$ cat src/rtl/data_l1_cache_pkg.sv
// data_l1_cache_pkg: shared widths and address-split geometry for the direct-mapped L1 data cache.
package data_l1_cache_pkg;
    localparam int ADDR_W    = 16;
    localparam int DATA_W    = 16;
    localparam int NUM_LINES = 8;
    localparam int INDEX_W   = $clog2(NUM_LINES);
    localparam int TAG_W     = ADDR_W - INDEX_W;

    typedef logic [INDEX_W-1:0] index_t;
    typedef logic [TAG_W-1:0]   tag_t;
    typedef logic [DATA_W-1:0]  data_t;
endpackage

$ cat src/rtl/data_l1_cache_if.sv
// data_l1_cache_if: load/store-unit side bus of the L1 data cache (one write port, one read port).
interface data_l1_cache_if;
    import data_l1_cache_pkg::*;
    logic [ADDR_W-1:0] WriteAddress_Full;
    logic [DATA_W-1:0] WriteValue;
    logic [ADDR_W-1:0] ReadAddress_Full;
    logic [DATA_W-1:0] ReadValue;
    logic              WriteHit;
    logic              ReadHit;
    logic              write;
    logic              read;

    modport master (
        output WriteAddress_Full, WriteValue, ReadAddress_Full, write, read,
        input  ReadValue, WriteHit, ReadHit
    );
    modport slave (
        input  WriteAddress_Full, WriteValue, ReadAddress_Full, write, read,
        output ReadValue, WriteHit, ReadHit
    );
endinterface

$ cat src/rtl/data_l1_cache_l1_tag_data_array.sv
// l1_tag_data_array: valid/tag/data line storage with one synchronous write port
// and two combinational lookup ports (write-side hit check, read-side hit plus data).
module l1_tag_data_array
    import data_l1_cache_pkg::*;
(
    input  logic   clk,
    input  logic   rst,
    input  logic   we,
    input  index_t w_idx,
    input  tag_t   w_tag,
    input  data_t  w_data,
    output logic   w_hit,
    input  index_t r_idx,
    input  tag_t   r_tag,
    output logic   r_hit,
    output data_t  r_data
);
    logic [NUM_LINES-1:0] valid_q, valid_d;
    tag_t                 tag_q  [NUM_LINES];
    tag_t                 tag_d  [NUM_LINES];
    data_t                data_q [NUM_LINES];
    data_t                data_d [NUM_LINES];

    // Lookups see pre-write contents, giving read-before-write on a shared line.
    assign w_hit  = valid_q[w_idx] && (tag_q[w_idx] == w_tag);
    assign r_hit  = valid_q[r_idx] && (tag_q[r_idx] == r_tag);
    assign r_data = data_q[r_idx];

    always_comb begin
        valid_d = valid_q;
        tag_d   = tag_q;
        data_d  = data_q;
        if (we) begin
            valid_d[w_idx] = 1'b1;
            tag_d[w_idx]   = w_tag;
            data_d[w_idx]  = w_data;
        end
    end

    always_ff @(posedge clk) begin
        if (rst)
            valid_q <= '0;
        else
            valid_q <= valid_d;
        tag_q  <= tag_d;
        data_q <= data_d;
    end
endmodule

$ cat src/rtl/data_l1_cache.sv
// data_l1_cache: direct-mapped, write-allocate L1 data cache with registered hit flags
// and read data; no backing-memory traffic.
module data_l1_cache
    import data_l1_cache_pkg::*;
(
    input  logic            clk,
    input  logic            reset,
    data_l1_cache_if.slave  bus
);
    index_t w_idx, r_idx;
    tag_t   w_tag, r_tag;
    logic   w_hit, r_hit;
    data_t  r_data;
    logic   write_hit_q, write_hit_d;
    logic   read_hit_q, read_hit_d;
    data_t  read_value_q, read_value_d;

    assign w_idx = bus.WriteAddress_Full[INDEX_W-1:0];
    assign w_tag = bus.WriteAddress_Full[ADDR_W-1:INDEX_W];
    assign r_idx = bus.ReadAddress_Full[INDEX_W-1:0];
    assign r_tag = bus.ReadAddress_Full[ADDR_W-1:INDEX_W];

    l1_tag_data_array u_array (
        .clk    (clk),
        .rst    (reset),
        .we     (bus.write),
        .w_idx  (w_idx),
        .w_tag  (w_tag),
        .w_data (bus.WriteValue),
        .w_hit  (w_hit),
        .r_idx  (r_idx),
        .r_tag  (r_tag),
        .r_hit  (r_hit),
        .r_data (r_data)
    );

    // Idle read port keeps the last read data; a read miss returns zero.
    always_comb begin
        write_hit_d  = bus.write && w_hit;
        read_hit_d   = bus.read && r_hit;
        read_value_d = bus.read ? (r_hit ? r_data : '0) : read_value_q;
    end

    always_ff @(posedge clk) begin
        if (reset) begin
            write_hit_q  <= 1'b0;
            read_hit_q   <= 1'b0;
            read_value_q <= '0;
        end else begin
            write_hit_q  <= write_hit_d;
            read_hit_q   <= read_hit_d;
            read_value_q <= read_value_d;
        end
    end

    assign bus.WriteHit  = write_hit_q;
    assign bus.ReadHit   = read_hit_q;
    assign bus.ReadValue = read_value_q;
endmodule

$ cat src/flat_wrapper.sv
// flat-port wrapper written by rule: the top's interface ports become plain ports
module data_l1_cache_flat import data_l1_cache_pkg::*;
  (clk, reset, bus_WriteAddress_Full, bus_WriteValue, bus_ReadAddress_Full, bus_write, bus_read, bus_ReadValue, bus_WriteHit, bus_ReadHit);
  data_l1_cache_if bus_i ();
  input  logic clk;
  input  logic reset;
  input wire logic [$bits(bus_i.WriteAddress_Full)-1:0] bus_WriteAddress_Full;
  input wire logic [$bits(bus_i.WriteValue)-1:0] bus_WriteValue;
  input wire logic [$bits(bus_i.ReadAddress_Full)-1:0] bus_ReadAddress_Full;
  input wire logic [$bits(bus_i.write)-1:0] bus_write;
  input wire logic [$bits(bus_i.read)-1:0] bus_read;
  output wire logic [$bits(bus_i.ReadValue)-1:0] bus_ReadValue;
  output wire logic [$bits(bus_i.WriteHit)-1:0] bus_WriteHit;
  output wire logic [$bits(bus_i.ReadHit)-1:0] bus_ReadHit;
  assign bus_i.WriteAddress_Full = bus_WriteAddress_Full;
  assign bus_i.WriteValue = bus_WriteValue;
  assign bus_i.ReadAddress_Full = bus_ReadAddress_Full;
  assign bus_i.write = bus_write;
  assign bus_i.read = bus_read;
  assign bus_ReadValue = bus_i.ReadValue;
  assign bus_WriteHit = bus_i.WriteHit;
  assign bus_ReadHit = bus_i.ReadHit;
  data_l1_cache u_core (.clk(clk), .reset(reset), .bus(bus_i));
endmodule
$ cat config.mk
export PLATFORM = sky130hd
export DESIGN_NAME = data_l1_cache_flat
export DESIGN_NICKNAME = d
export VERILOG_FILES = /design/src/rtl/data_l1_cache_pkg.sv /design/src/rtl/data_l1_cache_if.sv /design/src/rtl/data_l1_cache_l1_tag_data_array.sv /design/src/rtl/data_l1_cache.sv /design/src/flat_wrapper.sv
export SDC_FILE = /design/constraint.sdc
export NUM_CORES = 1
export LEC_CHECK = 0
export CAP_MARGIN = 20
export CORE_UTILIZATION = 55
export CTS_CLUSTER_DIAMETER = 200
export CTS_CLUSTER_SIZE = 16
export DETAILED_ROUTE_END_ITERATION = 8
export GPL_TIMING_DRIVEN = 0
export MAX_ROUTING_LAYER = met4
export PLACE_DENSITY = 0.75
export SLEW_MARGIN = 25
export SYNTH_ARGS = -nofsm -noshare
export SYNTH_HDL_FRONTEND = slang
export SYNTH_SLANG_ARGS = --single-unit
export TNS_END_PERCENT = 100
$ cat constraint.sdc
create_clock -name clk -period 3.65 [get_ports clk]
set_clock_uncertainty 0.05 [all_clocks]
set_input_delay 0.73 -clock clk [delete_from_list [all_inputs] [get_ports clk]]
set_output_delay 0.73 -clock clk [all_outputs]
set_load 0.01 [all_outputs]
==> results of run 1 <==
-- metrics by stage --
step | hold slack [ns] | TNS [ns] | power (mW)
2_1_floorplan | 0.404 | 0 | 3.74
6_report | 0.403 | 0 | 5.94
3_5_place_dp | 0.392 | -4.60 | 3.98
3_3_place_gp | 0.393 | -319.30 | 3.93
4_1_cts | 0.405 | 0 | 5.97
5_1_grt | 0.429 | 0 | 6.11
-- critical path: cells and delay by family --
family | cells | cell delay (ns)
and+or+nand+nor | 4 | 1.50
buffers and inverters | 2 | 1.17
xor gates and xnor gates | 1 | 0.15
AOI/OAI and AO/OA | 1 | 0.25
-- metal layers --
layer	part of all wire (%)	routed length (µm)	vias to the layer above
met1	40	9750	3180
met2	52	12600	252
met4	2.0	499	0
met3	6.4	1560	42
met5	0	0	-
li1	-	-	2645
-- flip-flops by register name, indices dropped and copies added (netlist names) --
signal,flops
u_core.u_array.tag_q,104
u_core.bus.ReadHit,1
u_core.bus.WriteHit,1
u_core.bus.ReadValue,16
u_core.u_array.data_q,128
u_core.u_array.valid_q,8
-- cell usage after synthesis, types with 4 or more instances --
cell type  number
nor2_1         43
mux4_1          4
nor2b_1         4
nand4_1        20
o21ai_1        10
dfxtp_1        26
nand2_1        25
o21ai_0         7
buf_2          10
edfxtp_1      232
buf_1           5
clkbuf_1        8
mux2i_1        65
a22oi_1         4
xnor2_1        21
buf_6           7
nand3_1         5
mux4_2         67
o22ai_1         7
-- final cells by class --
| class | instances | area, µm² |
|---|---|---|
| well taps | 265 | 332 |
| flip-flops and latches | 258 | 7490 |
| clock inverters | 2 | 32.5 |
| clock buffers | 34 | 553 |
| fillers | 1314 | 6620 |
| multi-input cells | 309 | 3330 |
| repair buffers | 77 | 951 |
| plain buffers | 34 | 220 |
-- power by group --
part | internal, mW | switching [mW]
Sequential | 3.31 | 0.0311
Clock | 1.05 | 0.979
Combinational | 0.268 | 0.308
Total | 4.62 | 1.32
-- worst paths after layout --
| kind | start | to | slack (ns) |
|---|---|---|---|
| worst max register to register | u_core.u_array.tag_q[0] | u_core.bus.ReadValue[13] | 0.98 |
| worst min-delay path | u_core.bus.ReadValue[14] | u_core.bus.ReadValue[14] | 0.40 |
| worst max-delay path | bus_WriteAddress_Full[1] | u_core.bus.WriteHit | 0.19 |
| worst min register to register | u_core.bus.ReadValue[14] | u_core.bus.ReadValue[14] | 0.40 |
-- logic make-up (layout without fill, tap and decap cells) --
family	Yosys count	after routing	synth area share, %
AO/OA/AOI/OAI	36	36	2.24
XOR/XNOR	24	24	1.91
buffers and inverters	34	147	2.01
flip-flops	258	258	68.2
multiplexers	136	136	20.6
AND/OR/NAND/NOR	113	113	5.04
==> impl_metrics.tcl, run 1 <==
set metrics [dict create \
    outcome "finished clean" \
    design.portCount 70 \
    max_cap_violations 0 \
    cts_root_buf "clkbuf_16" \
    hold_viol 0 \
    synth_area_leaders "edfxtp_1 (63%), mux4_2 (14%), mux2i_1 (5.9%)" \
    arrival_ns 3.81 \
    nets 752 \
    rows 51 \
    crit_path_end_kind "register" \
    cts.sinks 258 \
    hold_buffers 0 \
    drive_above_1_share_pct 19.2 \
    worstMarginPinSlew_ns 0.957 \
    startpoint_type "primary input" \
    instances_no_fill 979 \
    via_count 6119 \
    hold_class "register to register" \
    drt_first_iter_violations 590 \
    grt_pass1_wl_um 36600 \
    final_common_cell "edfxtp_1" \
    groute.layer.met3.usage_pct 3.17 \
    async_reset_ff_share_pct 0 \
    synth_top_cell_area_share_pct 63.4 \
    syn-num-nets 653 \
    cellLeakagePower_nw 4.20 \
    dp_cells 943 \
    grtUsageTotal_pct 25.5 \
    cts_buffers 20 \
    synth_edf_count 232 \
    finalSetupViolCount 0 \
    dieWidth_um 143 \
    worstHoldPathCells 2 \
    avgSynthCellArea_um2 18.3 \
    overflow 0 \
    netlist_area_um2 11000 \
    fp.dieH_um 143 \
    cp.required_ns 4.00 \
    cts_tree "yes" \
    r2r_cells 7 \
    ys_seq_area_share_pct 68.2 \
    antenna_found_initial 0 \
    diodes 0 \
    power.density_nw_per_um2 460 \
    wl_per_cell_um 24.9 \
    via_per_inst 6.25 \
    die_area_um2 20500 \
    yosys_register_bits 258 \
    fmax_ghz 0.289 \
    period_minus_slack_ns 3.46 \
    rsz0062_at_grt "false" \
    post-route-util_pct 66.1 \
    place_congestion 0.850 \
    start_util_pct 56.2 \
    slowest_stage "buf_1" \
    cp_max_fo 10 \
    synthToLayoutAreaGrowth_pct 17.6 \
    dr.pass1.iters 5 \
    grt_pass1_vias 6338 \
    path_clk_slew_ns 0.07 \
    gr-usage-met2_pct 42.8 \
    drv_slew 0 \
    drc 0 \
    layout_worst_path_cycle_share_pct 94.8 \
    layout_common_cells "edfxtp_1 (232), mux4_2 (67), clkdlybuf4s50_1 (66)" \
    crit_chain "clkdlybuf4s50_1 > buf_1 > nand2b_1 > o22ai_1 > nor2_1 > xnor2_1 > or4_1 > nor4_1" \
    cts_buffer_depth 3 \
    grt_use_met1_pct 33.1 \
    cts_setup_buffers 0 \
    post-dp-hpwl_um 16200 \
    finalInstanceArea_um2 12900 \
    fp.coreArea_um2 19500 \
    synth_top_flop_cell "edfxtp_1" \
    wl_um 24400 \
    grt_most_used_layer "met2" \
    clock_latency_ns 0.51 \
    peakVddDrop_mv 0.309 \
    portBuffers 66 \
    ys_types 38 \
    cts_max_level 1 \
    yosys.area.top_type "edfxtp_1" \
    crit_type "primary input to register" \
    synth_warnings 0 \
    place_area_um2 12300 \
    ctsResizeCount 0 \
    ant_nets 0 \
    pre_cts_ws_ns -0.398 \
    synth_cells 601 \
    cpPeakStageDelay_ns 0.62 \
    grt_max_degree 19 \
    slew-limit-headroom_pct 35.8 \
    finalWorstSetupSlack_ns 0.189 \
]
No activity file was read; power rests on OpenSTA's default activity.
==> run 2: changes to the inputs <==
--- a/config.mk
+++ b/config.mk
@@ -13,7 +13,7 @@
 export GPL_TIMING_DRIVEN = 0
 export MAX_ROUTING_LAYER = met4
 export PLACE_DENSITY = 0.75
-export SLEW_MARGIN = 25
+export SLEW_MARGIN = 15
 export SYNTH_ARGS = -nofsm -noshare
 export SYNTH_HDL_FRONTEND = slang
 export SYNTH_SLANG_ARGS = --single-unit
==> impl_metrics.tcl, run 2 (synthesis results as in run 1) <==
set metrics [dict create \
    outcome "finished clean" \
    peakVddDrop_mv 0.385 \
    clock_latency_ns 0.50 \
    cts_buffers 20 \
    hold_ws_ns 0.401 \
    cp.required_ns 4.02 \
    instances_no_fill 977 \
    grt_pass1_wl_um 36800 \
    cp_max_fo 10 \
    largest_reg_flops 128 \
    portBuffers 66 \
    dp_cells 941 \
    drt_first_iter_violations 526 \
    drc 0 \
    hold_buffers 0 \
    top_register "u_core.u_array.data_q" \
    timing.setup.tns_ns 0 \
    post-dp-hpwl_um 15900 \
    crit_chain "clkdlybuf4s50_1 > buf_6 > buf_2 > mux4_2 > mux2i_1 > xor2_1 > buf_4 > nand4_1 > o21ai_1" \
    cts_root_buf "clkbuf_16" \
    fp.dieH_um 143 \
    die_area_um2 20500 \
    period_minus_slack_ns 3.44 \
    final_common_cell "edfxtp_1" \
    fmax_ghz 0.291 \
    hold_viol 0 \
    overflow 0 \
    diodes 0 \
    hold_class "register to register" \
    cts.sinks 258 \
    synthToLayoutAreaGrowth_pct 17.1 \
    ant_nets 0 \
    via_count 6080 \
    dr.pass1.iters 5 \
    arrival_ns 3.80 \
    dieWidth_um 143 \
    grt_pass1_vias 6415 \
    drive_above_1_share_pct 19.0 \
    max_cap_violations 0 \
    slew-limit-headroom_pct 34.3 \
    cts_tree "yes" \
    path_clk_slew_ns 0.07 \
    cpPeakStageDelay_ns 0.67 \
    layout_worst_path_cycle_share_pct 94.2 \
    layout_common_cells "edfxtp_1 (232), mux4_2 (67), clkdlybuf4s50_1 (66)" \
    nets 750 \
    cts_setup_buffers 0 \
    cp_top_family "buffers and inverters" \
    power.density_nw_per_um2 463 \
    place_congestion 0.850 \
    ctsResizeCount 0 \
    start_util_pct 56.2 \
    rsz0062_at_grt "false" \
    crit_path_end_kind "register" \
    cts_buffer_depth 3 \
    via_per_inst 6.22 \
    fp.coreArea_um2 19500 \
    worstMarginPinSlew_ns 0.985 \
    finalSetupViolCount 0 \
    rows 51 \
    cp_num_buf_inv 4 \
    slowest_stage "xor2_1" \
    wl_um 24400 \
    grtUsageTotal_pct 25.7 \
    cts_max_level 1 \
    startpoint_type "primary input" \
    crit_type "primary input to register" \
    antenna_found_initial 0 \
    cellLeakagePower_nw 4.18 \
    wl_per_cell_um 24.9 \
    drv_slew 0 \
    design.portCount 70 \
    grt_max_degree 21 \
]
run 2: layout make-up:
| cell class | instances | area (µm²) |
|---|---|---|
| Buffer | 34 | 220 |
| Timing Repair Buffer | 75 | 893 |
| Clock inverter | 1 | 16.3 |
| Sequential cell | 258 | 7490 |
| Multi-Input combinational cell | 309 | 3330 |
| Tap cell | 265 | 332 |
| Clock buffer | 35 | 578 |
| Fill cell | 1304 | 6670 |
run 2: worst reg2reg max path, cell delays in order (launching register included):
cell	delay, ns
edfxtp_1	0.39
mux4_1	0.51
mux2i_1	0.18
xnor2_1	0.09
nor3_1	0.28
nand4_1	0.54
clkbuf_1	0.38
o21ai_1	0.19
run 2: power by group:
group / total (mW) / switching (mW) / internal (mW)
Sequential: 3.34 / 0.0321 / 3.31
Combinational: 0.569 / 0.304 / 0.265
Clock: 2.05 / 0.959 / 1.09
run 2: layer usage:
layer | wire length [µm] | GRT usage [%]
met2 | 12500 | 43.0
met4 | 550 | 8.79
met3 | 1740 | 3.20
met1 | 9560 | 32.7
met5 | 0 | -
run 2: final timing paths:
kind	start	end	slack, ns	depth (start not counted)
max	bus_ReadAddress_Full[0]	u_core.bus.ReadValue[5]	0.21	9
min	u_core.bus.ReadValue[14]	u_core.bus.ReadValue[14]	0.40	2
max reg2reg	u_core.u_array.tag_q[31]	u_core.bus.ReadValue[13]	0.96	7
min reg2reg	u_core.bus.ReadValue[14]	u_core.bus.ReadValue[14]	0.40	2
run 2: per-stage QoR:
step / instance area (µm²) / utilization [%] / power (mW) / setup WS, ns
global route: 12900 / 65.9 / 6.12 / 0.0918
floorplan: 11000 / - / 3.74 / 0.350
detailed placement: 12300 / 62.8 / 3.97 / -0.276
finish: 12900 / 65.9 / 5.95 / 0.213
global placement: 12000 / 61.3 / 3.93 / -1.71
CTS: 12900 / 65.9 / 5.98 / 0.227
